File: src/rtl/axis_hblur3.sv
// axis_hblur3: AXI-Stream horizontal [1 2 1]/4 blur, one channel per byte lane.
// Line ends are handled by replicating the edge pixel.
// tuser and tlast follow each pixel. sof_err_o flags tuser seen inside a line.
//
// state  | meaning
// -------+----------------------------------------------------------------
// EMPTY  | no pixel of the current line is held
// HOLD   | prv/cur hold the two most recent pixels of the current line
// FLUSH  | last pixel accepted; input stalled until its output can load
module axis_hblur3 #(
    parameter int DATA_BYTES = 1,
    parameter int DATA_BITS  = DATA_BYTES * 8
) (
    input  logic                 clk_i,
    input  logic                 rstn_i,
    input  logic [DATA_BITS-1:0] axis_s_data_i,
    input  logic                 axis_s_valid_i,
    output logic                 axis_s_ready_o,
    input  logic                 axis_s_last_i,
    input  logic                 axis_s_user_i,
    output logic [DATA_BITS-1:0] axis_m_data_o,
    output logic                 axis_m_valid_o,
    input  logic                 axis_m_ready_i,
    output logic                 axis_m_last_o,
    output logic                 axis_m_user_o,
    output logic                 sof_err_o
);

    typedef enum logic [1:0] {
        S_EMPTY = 2'd0,
        S_HOLD  = 2'd1,
        S_FLUSH = 2'd2
    } state_t;

    state_t                 state_q, state_d;
    logic [DATA_BITS-1:0]   prv_q, cur_q;
    logic                   cur_user_q;
    logic [DATA_BITS-1:0]   out_data_q;
    logic                   out_valid_q, out_last_q, out_user_q;
    logic                   sof_err_q;

    logic                   adv, acc;
    logic                   load;
    logic [DATA_BITS-1:0]   load_data;
    logic                   load_last, load_user;
    logic                   cap_first, shift_in, err_set;

    // (a + 2b + c + 2) >> 2 per byte lane; the 10-bit sum never exceeds 1022,
    // so the quotient always fits back into 8 bits.
    function automatic logic [DATA_BITS-1:0] blur(
        input logic [DATA_BITS-1:0] a,
        input logic [DATA_BITS-1:0] b,
        input logic [DATA_BITS-1:0] c
    );
        logic [DATA_BITS-1:0] r;
        logic [9:0]           s;
        r = '0;
        for (int i = 0; i < DATA_BYTES; i++) begin
            s = {2'b00, a[8*i +: 8]} + {1'b0, b[8*i +: 8], 1'b0}
              + {2'b00, c[8*i +: 8]} + 10'd2;
            r[8*i +: 8] = s[9:2];
        end
        return r;
    endfunction

    assign adv            = !out_valid_q || axis_m_ready_i;
    assign axis_s_ready_o = rstn_i && adv && (state_q != S_FLUSH);
    assign acc            = axis_s_valid_i && axis_s_ready_o;

    // State register
    always_ff @(posedge clk_i or negedge rstn_i) begin
        if (!rstn_i) begin
            state_q <= S_EMPTY;
        end else begin
            state_q <= state_d;
        end
    end

    // Next-state decode
    always_comb begin
        state_d = state_q;
        case (state_q)
            S_EMPTY: if (acc && !axis_s_last_i) state_d = S_HOLD;
            S_HOLD:  if (acc && axis_s_last_i)  state_d = S_FLUSH;
            S_FLUSH: if (adv)                   state_d = S_EMPTY;
            default:                            state_d = S_EMPTY;
        endcase
    end

    // Per-state actions: what to load into the output slot and the held pixels
    always_comb begin
        load      = 1'b0;
        load_data = '0;
        load_last = 1'b0;
        load_user = 1'b0;
        cap_first = 1'b0;
        shift_in  = 1'b0;
        err_set   = 1'b0;
        case (state_q)
            S_EMPTY: begin
                if (acc) begin
                    if (axis_s_last_i) begin
                        load      = 1'b1;
                        load_data = axis_s_data_i;
                        load_last = 1'b1;
                        load_user = axis_s_user_i;
                    end else begin
                        cap_first = 1'b1;
                    end
                end
            end
            S_HOLD: begin
                if (acc) begin
                    load      = 1'b1;
                    load_data = blur(prv_q, cur_q, axis_s_data_i);
                    load_user = cur_user_q;
                    shift_in  = 1'b1;
                    err_set   = axis_s_user_i;
                end
            end
            S_FLUSH: begin
                if (adv) begin
                    load      = 1'b1;
                    load_data = blur(prv_q, cur_q, cur_q);
                    load_last = 1'b1;
                    load_user = cur_user_q;
                end
            end
            default: ;
        endcase
    end

    // Held pixels of the current line
    always_ff @(posedge clk_i or negedge rstn_i) begin
        if (!rstn_i) begin
            prv_q      <= '0;
            cur_q      <= '0;
            cur_user_q <= 1'b0;
        end else if (cap_first) begin
            prv_q      <= axis_s_data_i;
            cur_q      <= axis_s_data_i;
            cur_user_q <= axis_s_user_i;
        end else if (shift_in) begin
            prv_q      <= cur_q;
            cur_q      <= axis_s_data_i;
            cur_user_q <= axis_s_user_i;
        end
    end

    // Output slot; payload only changes on a load so it is stable under backpressure
    always_ff @(posedge clk_i or negedge rstn_i) begin
        if (!rstn_i) begin
            out_valid_q <= 1'b0;
            out_data_q  <= '0;
            out_last_q  <= 1'b0;
            out_user_q  <= 1'b0;
        end else if (load) begin
            out_valid_q <= 1'b1;
            out_data_q  <= load_data;
            out_last_q  <= load_last;
            out_user_q  <= load_user;
        end else if (adv) begin
            out_valid_q <= 1'b0;
        end
    end

    // Sticky tuser-inside-line flag
    always_ff @(posedge clk_i or negedge rstn_i) begin
        if (!rstn_i) begin
            sof_err_q <= 1'b0;
        end else if (err_set) begin
            sof_err_q <= 1'b1;
        end
    end

    assign axis_m_data_o  = out_data_q;
    assign axis_m_valid_o = out_valid_q;
    assign axis_m_last_o  = out_last_q;
    assign axis_m_user_o  = out_user_q;
    assign sof_err_o      = sof_err_q;

endmodule

File: config.mk
export PLATFORM = sky130hd
export DESIGN_NAME = axis_hblur3
export DESIGN_NICKNAME = d
export VERILOG_FILES = /design/src/rtl/axis_hblur3.sv
export SDC_FILE = /design/constraint.sdc
export NUM_CORES = 1
export LEC_CHECK = 0
export CELL_PAD_IN_SITES_DETAIL_PLACEMENT = 0
export CELL_PAD_IN_SITES_GLOBAL_PLACEMENT = 2
export CORE_ASPECT_RATIO = 1.1
export CORE_MARGIN = 2
export CORE_UTILIZATION = 37
export DETAILED_ROUTE_END_ITERATION = 8
export GPL_ROUTABILITY_DRIVEN = 0
export GPL_TIMING_DRIVEN = 0
export HOLD_SLACK_MARGIN = 0.1
export PLACE_DENSITY = 0.84
export SKIP_LAST_GASP = 1
export SLEW_MARGIN = 20
export SYNTH_ARGS = -nofsm -noshare
export SYNTH_HDL_FRONTEND = slang
export SYNTH_SLANG_ARGS = --single-unit
File: constraint.sdc
create_clock -name clk_i -period 4.4 [get_ports clk_i]
set_input_delay 0.88 -clock clk_i [delete_from_list [all_inputs] [get_ports clk_i]]
set_output_delay 0.88 -clock clk_i [all_outputs]
set_load 0.02 [all_outputs]
==> flow_summary_export.csv <==
group,metric,value,unit
layout,final_cells,394,
synth,syn_avg_cell_area,9.69,µm²
clock_network,cts_tree,"done",
sta,finalMaxSlewViolations,0,
synth,ys_top_cells_by_count,"ha_1, dfrtp_1, nand2_1",
synth,ys_ff_latch,31,
floorplanning,die_height,92.8,µm
routing,vias,2172,
placed_design,place_inst,386,
floorplanning,rows,32,
global_routing,grt_first_pass_wirelength,10.6,mm
hold_path,hp-class,"reg -> reg",
clock_network,cts-htree-levels,2,
synth,synth.distinct_cells,50,
routing,wire_per_inst,16.3,µm
sta,skew,4.35,ps
routing,drt_iter0_markers,52,
sta,min_period_over_period,0.881,
synth,synth.most_common_cell,"ha_1",
worst_setup_path,r2r-start,"cur_q[0]",
layout,multi_input_comb_area,0.00181,mm²
layout,drive_gt1_frac,0.0939,
synth,synth_flop_cell,"dfrtp_1",
layout,register_area,776,µm²
routing,finalWirelength,6.43,mm
synth,syn_nets,330,
floorplanning,start_util,0.381,
run_status,status,"complete, no violations",
hold_path,min_path_cells,1,
job,maxCapViolCount,0,
synth,seq_area_frac_synth,0.292,
synth,synth_async_sr_flop_share,1.00,
sta,rsz0062_at_grt,"false",
layout,area_delta_synth_final,17.8,%
layout,n_antenna_cell,0,
clock_network,clkSlewWorstSetupHoldPaths,70,ps
clock_network,ctsHoldBuffers,0,
worst_setup_path,reg2reg_depth,13,
worst_setup_path,cp-start-kind,"flop",
clock_network,clk_path_buf_depth,2,
synth,synth-edff-count,0,
placed_design,io_buffers,26,
global_routing,grt_pass1_vias,2109,
routing,drc,0,
floorplanning,die_w,84.8,µm
floorplanning,die-area,0.00787,mm²
layout,nFillCells,718,
clock_network,postCtsSetupBuffers,0,
floorplanning,ioPinCount,27,
layout,final_nets,364,
routing,first_pass_iters,4,
sta,worstMarginPinSlew,717,ps
sta,hold_viol,0,
clock_network,cts-resized-gates,0,
worst_setup_path,end_kind,"flop",
routing,final_antenna_net_count,0,
global_routing,antenna_found_initial,0,
routing,viasPerCell,5.51,
clock_network,cts_num_sinks,31,
clock_network,numCtsBuffers,5,
synth,synth.top_cell.area_share,0.292,
sta,post-route-min-period,3880,ps
worst_setup_path,path_class,"reg -> reg",
hold_path,hold_path_startpoint,"sof_err_o",
worst_setup_path,arrival,4030,ps
worst_setup_path,cp_data_required_time,4550,ps
synth,syn_area,0.00265,mm²
placed_design,hpwl,5.02,mm
sta,max_freq,0.258,GHz
clock_network,clock_tree.root_cell,"clkbuf_8",
sta,finalSetupViolCount,0,
clock_network,clock_latency,280,ps
sta,maxSlewHeadroom,0.522,
synth,synthCells,274,
worst_setup_path,path_max_fanout,6,
synth,yosys_warnings,0,
floorplanning,core_area,0.00697,mm²
global_routing,track_usage,0.172,
synth,synth_area_leaders,"dfrtp_1, ha_1, o21ai_0, mux2_4, mux2i_1",
global_routing,grt_max_degree,18,
synth,synth_top_cell_by_area,"dfrtp_1",
worst_setup_path,crit_start,"cur_q[0]",
global_routing,overflow,0,
## logic make-up (layout without fill, tap and decap cells)
group                    count (synthesis)  count (layout)  share of synthesized area
AO/OA/AOI/OAI                           76              76                      0.182
AND/OR/NAND/NOR                         73              73                      0.148
adder cells (fa/ha/maj)                 42              42                      0.207
flip-flops                              31              31                      0.292
multiplexers                            20              20                     0.0910
XOR/XNOR                                17              17                     0.0561
buffers and inverters                   15              50                     0.0240
## flip-flops by register name, indices dropped and copies added (netlist names)
name	count
sof_err_o	1
axis_m_data_o	8
axis_m_last_o	1
cur_q	8
cur_user_q	1
axis_m_user_o	1
prv_q	8
state_q	2
axis_m_valid_o	1
## cell type report
cell class                      count  share of cell area
Timing Repair Buffer               27              0.0904
Sequential cell                    31               0.248
Clock buffer                        5              0.0220
Buffer                              5             0.00840
Inverter                           10              0.0120
Clock inverter                      3             0.00480
Multi-Input combinational cell    228               0.580
Tap cell                           85              0.0340
## layout by cell type (no fill, tap or decap), types with 2 or more instances in the layout
master,count
nand3b_1,2
clkinv_2,3
buf_2,4
mux2i_1,11
clkdlybuf4s50_1,25
clkbuf_8,5
xor2_1,6
ha_1,39
fa_1,3
a21oi_1,14
nand2_1,28
and2_1,2
and4_1,2
nand2b_1,5
nor2b_1,4
a211oi_1,4
dfrtp_1,31
mux2_4,8
nand3_1,2
o22ai_1,3
a21o_1,8
a32oi_1,2
a221oi_1,5
o21ai_0,25
nor2_1,14
xnor2_1,11
o41ai_1,2
nor3_1,2
a21boi_0,2
and3_1,2
o211ai_1,3
inv_1,10
## final timing paths
kind	end	slack, ps
worst min register to register	sof_err_o	460
worst max register to register	axis_m_data_o[5]	520
min in group asynchronous	axis_m_valid_o	530
max in group asynchronous	cur_q[3]	3430
worst min-delay path	sof_err_o	460
worst max-delay path	axis_m_data_o[5]	520
## worst max-delay path, stage by stage, from the launching register on
cell,delay (ps)
dfrtp_1,420
ha_1,230
fa_1,440
a21o_1,210
a21oi_1,230
xnor2_1,200
ha_1,280
ha_1,370
a21o_1,230
a221oi_1,470
xor2_1,210
o22ai_1,100
a211oi_1,240
o21ai_0,120
## per-stage QoR
step / setup slack [ps] / setup TNS, ps / area (µm²) / hold slack, ps / util
after floorplan: 1070 / 0 / 2650 / 482 / -
after detailed placement: 533 / 0 / 3040 / 443 / 0.437
after CTS: 492 / 0 / 3130 / 459 / 0.449
after global routing: 295 / 0 / 3130 / 480 / 0.449
after global placement: -89.1 / -89.1 / 3020 / 439 / 0.434
final: 524 / 0 / 3130 / 464 / 0.449
## routing by layer
layer / vias up / routed length (µm) / track usage
met5: - / 0 / 0
met4: 0 / 64 / 0.0437
met3: 6 / 132 / 0.0267
met2: 25 / 3160 / 0.293
met1: 1062 / 3070 / 0.227
li1: 1079 / - / -
Power is not shown: default switching activity piles up to over one toggle a cycle in this logic, so the estimate is an artifact.
